## config.mk

```make
export PLATFORM = sky130hd
export DESIGN_NAME = joybus_multi_host
export DESIGN_NICKNAME = d
export VERILOG_FILES = /design/src/rtl/joybus_multi_host.sv
export SDC_FILE = /design/constraint.sdc
export NUM_CORES = 1
export LEC_CHECK = 0
export CELL_PAD_IN_SITES_DETAIL_PLACEMENT = 1
export CELL_PAD_IN_SITES_GLOBAL_PLACEMENT = 2
export CORE_ASPECT_RATIO = 1.4
export CORE_MARGIN = 2
export CORE_UTILIZATION = 29
export CTS_CLUSTER_DIAMETER = 60
export CTS_CLUSTER_SIZE = 10
export DETAILED_ROUTE_END_ITERATION = 8
export GPL_TIMING_DRIVEN = 0
export PLACE_DENSITY_LB_ADDON = 0.25
export SYNTH_ARGS = -nofsm -noshare
export SYNTH_HDL_FRONTEND = slang
export SYNTH_SLANG_ARGS = --single-unit
```

## constraint.sdc

```tcl
create_clock -name clk -period 2.5 [get_ports clk]
set_input_delay 0.5 -clock clk [delete_from_list [all_inputs] [get_ports clk]]
set_output_delay 0.5 -clock clk [all_outputs]
set_load 0.02 [all_outputs]
```

## src/rtl/joybus_multi_host.sv

```systemverilog
// joybus_multi_host: round-robin JoyBus polling host sharing one tx/rx engine pair across ports
module joybus_multi_host #(
   parameter int          NUM_PORTS         = 4,
   parameter int          POLL_CYCLES       = 500000,
   parameter int          RX_TIMEOUT_CYCLES = 2500,
   parameter int          MAX_RETRIES       = 2,
   parameter logic [7:0]  ID_BYTE           = 8'h05,
   localparam int         PW                = (NUM_PORTS > 1) ? $clog2(NUM_PORTS) : 1
) (
   input  logic                    clk,
   input  logic                    rst,
   input  logic                    poll_en,
   output logic                    tx_start,
   output logic [7:0]              tx_cmd,
   input  logic                    tx_done,
   input  logic                    rx_done,
   input  logic [7:0]              rx_status,
   input  logic [31:0]             rx_data,
   output logic [PW-1:0]           port_sel,
   output logic [32*NUM_PORTS-1:0] cntlr_data,
   output logic [NUM_PORTS-1:0]    present,
   output logic                    busy,
   output logic                    frame_done
);
   localparam int CW = $clog2(POLL_CYCLES + 1);
   localparam int TW = $clog2(RX_TIMEOUT_CYCLES + 1);
   localparam int FW = ($clog2(MAX_RETRIES + 1) > 0) ? $clog2(MAX_RETRIES + 1) : 1;
   typedef enum logic [2:0] {IDLE, ISSUE, WAIT_TX, WAIT_RX, UPDATE} state_t;
   state_t                        state_q, state_d;
   logic [CW-1:0]                 cnt_q, cnt_d;
   logic [TW-1:0]                 tmr_q, tmr_d;
   logic [PW-1:0]                 port_q, port_d;
   logic [NUM_PORTS-1:0]          present_q, present_d;
   logic [NUM_PORTS-1:0][31:0]    data_q, data_d;
   logic [FW-1:0]                 fail_q [NUM_PORTS];
   logic [FW-1:0]                 fail_d [NUM_PORTS];
   logic                          adv_q, adv_d;
   // state register and per-port bookkeeping
   always_ff @(posedge clk) begin
      if (rst) begin
         state_q   <= IDLE;
         cnt_q     <= '0;
         tmr_q     <= '0;
         port_q    <= '0;
         present_q <= '0;
         data_q    <= '0;
         fail_q    <= '{default: '0};
         adv_q     <= 1'b0;
      end else begin
         state_q   <= state_d;
         cnt_q     <= cnt_d;
         tmr_q     <= tmr_d;
         port_q    <= port_d;
         present_q <= present_d;
         data_q    <= data_d;
         fail_q    <= fail_d;
         adv_q     <= adv_d;
      end
   end
   // next state; the response verdict is applied on the resolving edge so data lands one cycle after rx_done
   always_comb begin
      state_d   = state_q;
      cnt_d     = cnt_q;
      tmr_d     = tmr_q;
      port_d    = port_q;
      present_d = present_q;
      data_d    = data_q;
      fail_d    = fail_q;
      adv_d     = adv_q;
      case (state_q)
         IDLE: begin
            cnt_d = poll_en ? cnt_q + CW'(1) : '0;
            if (poll_en && cnt_q == CW'(POLL_CYCLES - 1)) begin
               cnt_d   = '0;
               port_d  = '0;
               state_d = ISSUE;
            end
         end
         ISSUE: state_d = WAIT_TX;
         WAIT_TX: begin
            if (tx_done) begin
               tmr_d   = '0;
               state_d = WAIT_RX;
            end
         end
         WAIT_RX: begin
            tmr_d = tmr_q + TW'(1);
            if (rx_done || tmr_q == TW'(RX_TIMEOUT_CYCLES - 1)) begin
               state_d = UPDATE;
               if (rx_done && rx_status == ID_BYTE) begin
                  fail_d[port_q] = '0;
                  adv_d          = 1'b1;
                  if (present_q[port_q]) data_d[port_q] = rx_data;
                  else present_d[port_q] = 1'b1;
               end else if (fail_q[port_q] < FW'(MAX_RETRIES)) begin
                  fail_d[port_q] = fail_q[port_q] + FW'(1);
                  adv_d          = 1'b0;
               end else begin
                  present_d[port_q] = 1'b0;
                  data_d[port_q]    = '0;
                  fail_d[port_q]    = '0;
                  adv_d             = 1'b1;
               end
            end
         end
         UPDATE: begin
            state_d = (adv_q && port_q == PW'(NUM_PORTS - 1)) ? IDLE : ISSUE;
            port_d  = (adv_q && port_q != PW'(NUM_PORTS - 1)) ? port_q + PW'(1) : port_q;
         end
         default: state_d = IDLE;
      endcase
   end
   assign tx_start   = state_q == ISSUE;
   assign tx_cmd     = tx_start ? {7'b0, present_q[port_q]} : 8'h00;
   assign port_sel   = port_q;
   assign cntlr_data = data_q;
   assign present    = present_q;
   assign busy       = state_q != IDLE;
   assign frame_done = state_q == UPDATE && adv_q && port_q == PW'(NUM_PORTS - 1);
endmodule

```

Yosys cells after proc, flatten, opt, wreduce, memory -nomap -nowiden:

Index checks and enable logic that the tools add are counted.

* word-level logic and storage cells: 102
* bits of input ports: 45
* register bits: 177
* output and inout port bits: 145

* muxes and demuxes: 36
* equal/unequal tests: 16
* $lt $le $gt $ge: 5
* $add $sub $neg: 4
* bitwise operators: 8
* reductions and logical operators: 19

Operators by type and width (number)
* $mux W128: 3
* $and A128 B128 Y128: 1
* $bwmux W128: 1
* $not A128 Y128: 1
* $demux W32 S2: 1
* $mux W19: 2
* $mux W32: 1
* $pmux W12 S2: 1
* $add A19 B1 Y19 const B: 1
* $eq A19 B19 Y1 const B: 1
* $mux W8: 2
* $pmux W3 S5: 1
* $ne A2 B2 Y1 const B: 7
* $add A12 B1 Y12 const B: 1
* $eq A12 B12 Y1 const B: 1
* $mux W12: 1
* $mux W4: 3
* $mux W2: 5
* $mux W3: 3
* $and A8 B8 Y8: 1
* $bwmux W8: 1
* $eq A8 B3 Y1 const B: 1
* $logic_and A1 B1 Y1: 8
* $not A8 Y8: 1
* 28 further kinds: 39

Longest topological paths before layout:

* word-level depth: 9
* gate-level depth with buffers: 9
* depth with buffers taken out: 6

Worst setup path after synthesis:

Ideal clock, no wire load.

* path type: in2reg
* start: input port rx_status[4]
* end: register data_q, in the netlist cntlr_data[66]
* stages on the path: 6
* required time: 2384 ps
* path buffers: 1
* arrival time: 2097 ps
* path slack: 287 ps
* library setup time: 116 ps
* cells stage by stage: nor4b_2 > a31oi_4 > nor4b_4 > buf_6 > nor3b_1 > a31o_1

* longest elaborated chain between the ends: 4
* elaborated cells on any way between the ends: 6
* those cells by class: eq/ne: 3; mux: 1; reduce/logical: 2

Ends and longest elaborated chain
* from (decl): RTL line 17 `input logic [7:0] rx_status,`
* $eq A8 B3 Y1 (*): RTL line 90 `if (rx_done && rx_status == ID_BYTE) begin`
* $logic_and A1 B1 Y1 (*): RTL line 90
* $ne A2 B1 Y1 (no line) or $ne A2 B2 Y1 (tied branches)
* $reduce_and A4 Y1 (no line)
* to (signal assigned): RTL line 55 `data_q <= data_d;`
* to (decl): RTL line 34 `logic [NUM_PORTS-1:0][31:0] data_q, data_d;`

Mark *: on every way between the ends. The rest lies on a longest branch, timed or not.
A chain may end at the register's enable or synchronous reset.

Worst setup path in the final report:

* start: register port_q[0], in the netlist port_sel[0]
* end: output port tx_cmd[0]

* longest elaborated chain between the ends: 3

Ends and longest elaborated chain
* from (decl): RTL line 32 `logic [PW-1:0] port_q, port_d;`
* from (signal assigned): RTL line 53 `port_q <= port_d;`
* $bmux W1 S2: RTL line 114 `assign tx_cmd = tx_start ? {7'b0, present_q[port_q]} : 8'h00;`
* $mux W1 (implied by the code): RTL line 114
* $mux W1: RTL line 114
* to (decl): RTL line 14 `output logic [7:0] tx_cmd,`

Every way passes these cells. The select of a mux whose other input is x is not followed.

==> results.md <==
- In this run, synthesis inferred 0 flip-flops with an integrated enable.
- The clock net in this run drives a total of 177 sinks.
- The cell count after placement is 1393.
- The worst setup path is launched from a flop.
- The cell chosen for the clock root is clkbuf_16.
- The first global-routing pass estimated 43800 um of wire.
- The library cell occupying the most area in the post-synthesis netlist is dfxtp_1.
- The final critical delay including setup and external delays is 2.43 ns.
- The post-detailed-route count of antenna-violating nets is 0.
- The routability-driven placement congestion ratio is 0.842.
- Buffers placed on the I/O ports in this run total 181.
- The leakage power total is 3.62 nW.
- The area growth from synthesis to layout is 39.6%.
- The worst setup path is captured at an output port.
- Among all cell types in the netlist, the one instantiated most often is dfxtp_1.
- The longest clock path from root to sink contains 2 buffers.
- For the pin with the worst max-slew slack, the measured transition is 0.630 ns.
- The die covers 27500 um2.
- The largest net degree at the start of global routing is 17.
- The number of top-level design ports is 190.
- The share of synthesized area in the top cell type comes to 0.468.
- The average cell area after synthesis is 8.59 um2.
- Summed over all layers, the global routing overflow is 0.
- The commonest cells after synthesis are 177 x dfxtp_1, 125 x a21oi_1, 111 x nand3_1, 101 x nand2_1, 45 x clkbuf_1.
- Of all nets on the critical path, the largest fanout is 7.
- VDD sags by at most 491 uV.
- The number of global-route vias before repair is 7368.
- Derived from the worst setup path, the maximum achievable clock frequency is 412 MHz.
- The detailed router placed 7227 vias in this run.
- In the final layout, the multi-input gates occupy 3730 um2.
- The top flip-flop cell by instance count after synthesis is dfxtp_1.
- In this design, the largest share of critical-path delay is due to multiplexers.
- In this run the power density over the cells is 534 nW/um2.
- Counting both buffers and inverters, the worst setup path holds a total of 1.
- The initial standard-cell utilization of the core is 0.292.
- Detailed placement finished with a half-perimeter wire length of 21400 um.
- For this run, the number of Yosys warnings is 0.
- The net count of the finished layout is 1148.
- Setup violations remaining at the end of the flow were counted as 0.
- The post-route cell area is 10600 um2.
- The global-route usage over all layers is 0.206.
- The least setup slack across all paths after layout is 0.0735 ns.
- The TritonCTS buffer count is 17.
- The routed wire length is 28500 um.
- The reported max-cap violation count is 0.
- The number of endpoints with negative hold slack in the final report is 0.
- The core region area is 25900 um2.
- The number of fill cells is 3036.
- Walking the worst path, the cells encountered are mux4_2 > and2_1 > dlygate4sd2_1.
- The routed wire length per instance is 19.9 um.
- The type of the tightest min-delay check is reg2reg.
- Timing analysis after detailed placement gives a worst setup slack of -0.906 ns.
- The finished layout holds 1433 standard cells, fillers aside.
- The maximum level of the CTS H-tree is 4.
- The total power after layout is 5.65 mW.
- After clock tree synthesis, the clock-pin slew on the worst setup and hold paths is 0.07 ns.
- For this run, the slowest stage of the critical path takes 0.58 ns.
- The first routing iteration left 247 violations.
- The final-report max-slew violation count is 0.
- For this run, design rule violations remaining after detail routing come to 0.
- The vias per cell is 5.04.
- In this run the horizontal extent of the chip is 141 um.
- The slowest stage of the critical path is the mux4_2 cell.
- STA puts the critical path data required time at 2.00 ns.
- The first detailed-routing pass ran for 4 iterations.
- The initial antenna violation count is 0.
- In the final layout, the share of cells above drive strength 1 is 0.103.
- The final cycle utilization of the critical path is 0.971.
- The class of the most critical setup path is reg2out.
- The count of inserted antenna diode cells is 0.
- In this run the cell area of the synthesized design comes to 7580 um2.
- The share of flip-flops with an asynchronous set or reset after synthesis is 0.
- The gate count after technology mapping is 882.
- The flow ran to the end, and the final reports show no timing, DRC or antenna violations.
- The count of standard-cell rows is 70.
- The post-place instance area is 9820 um2.
- The synthesis-stage register bit count is 177.
- Headroom to the max-slew limit came out at 0.580.
- The cts-stage hold buffer count is 0.
- By area the synthesized netlist is led by dfxtp_1 47%, a21oi_1 8.3%, nand3_1 7.3%, nand2_1 5.0%, a31o_1 3.6%.
- At the later pin of the worst-skew pair, clock insertion delay measures 0.43 ns.
- The floorplan die height is 195 um.
- The sequential-to-total area share from yosys stat is 0.468.
- The data arrival at the endpoint of the critical path is 1.93 ns.
- Counting distinct cell types in the post-synthesis netlist gives 53.
- In the final layout, flip-flops and latches occupy 3550 um2.
- TritonCTS built the clock tree.
- On the final layout, the worst clock skew is 0.00949 ns.
-- worst paths after layout --
path / from / endpoint / slack [ns] / depth (start not counted)
worst max-delay path: port_sel[0] / tx_cmd[0] / 0.07 / 3
worst min-delay path: cntlr_data[36] / cntlr_data[36] / 0.45 / 2
worst max register to register: tmr_q[1] / cntlr_data[83] / 0.15 / 9
worst min register to register: cntlr_data[36] / cntlr_data[36] / 0.45 / 2
-- worst min-delay path, delay by kind of cell (launching register included) --
family	cells	cell delay [ns]
AND/OR/NAND/NOR	1	0.05
flip-flops	1	0.31
AO/OA/AOI/OAI	1	0.05
-- cells in the final DEF, fill, tap and decap left out, types with 9 or more instances in the layout --
| cell type | n |
|---|---|
| nor3b_1 | 34 |
| clkdlybuf4s50_1 | 176 |
| or3_1 | 10 |
| nand2_1 | 100 |
| nor2_1 | 34 |
| nand2b_1 | 38 |
| clkbuf_2 | 14 |
| clkbuf_1 | 30 |
| nand3_1 | 111 |
| buf_4 | 18 |
| dfxtp_1 | 174 |
| o21ai_0 | 17 |
| buf_2 | 15 |
| inv_1 | 9 |
| clkbuf_16 | 17 |
| a21oi_1 | 125 |
| a31o_1 | 31 |
| a21o_1 | 10 |
| nor3_1 | 11 |
-- flip-flops by register name (all words and copies together), names as in the netlist, named ones only --
| name | count |
|---|---|
| tmr_q | 12 |
| cnt_q | 19 |
| state_q | 3 |
| adv_q | 1 |
| port_sel | 2 |
| fail_q | 8 |
| cntlr_data | 128 |
-- stage by stage --
step	hold WS (ns)	utilization	setup TNS, ns
final	0.454	0.408	0
after global placement	0.442	0.379	-109.99
after floorplan	0.449	-	0
after detailed placement	0.447	0.379	-109.58
after CTS	0.459	0.406	0
after global routing	0.473	0.408	-0.0544
-- layout make-up --
class                      count  area share
buffer                        75      0.0382
clock buffer                  19      0.0409
clock inverter                12      0.0112
inverter                       9     0.00319
multi-input combinational    626       0.353
sequential                   177       0.335
tap                          324      0.0383
timing repair buffer         191       0.180
-- power by group --
| group | leakage (nW) | internal, mW | switching (mW) |
|---|---|---|---|
| Combinational | 1.92 | 0.0920 | 0.147 |
| Sequential | 1.43 | 2.82 | 0.00223 |
| Clock | 0.272 | 1.45 | 1.14 |
-- routing by layer --
layer | part of all wire | GRT usage
met5 | 0 | 0
met4 | 0.017 | 0.0630
met3 | 0.032 | 0.0356
met2 | 0.54 | 0.393
met1 | 0.41 | 0.232
-- logic make-up (layout without fill, tap and decap cells) --
group,count (synthesis),in the layout,share of synthesized area
simple gates,387,387,0.275
compound gates,218,218,0.177
flops,177,177,0.468
buf+inv,85,306,0.0540
mux,8,8,0.0160
fa+ha+maj,6,6,0.00991
other cells,1,7,0.000495
-- repair_timing --
item | in CTS | in global routing
pin swaps | 4 | 4
setup endpoints to repair | 144 | 127
setup buffers | 8 | 2
resized for setup | 32 | 19
Power figures use the tool's default switching activity.
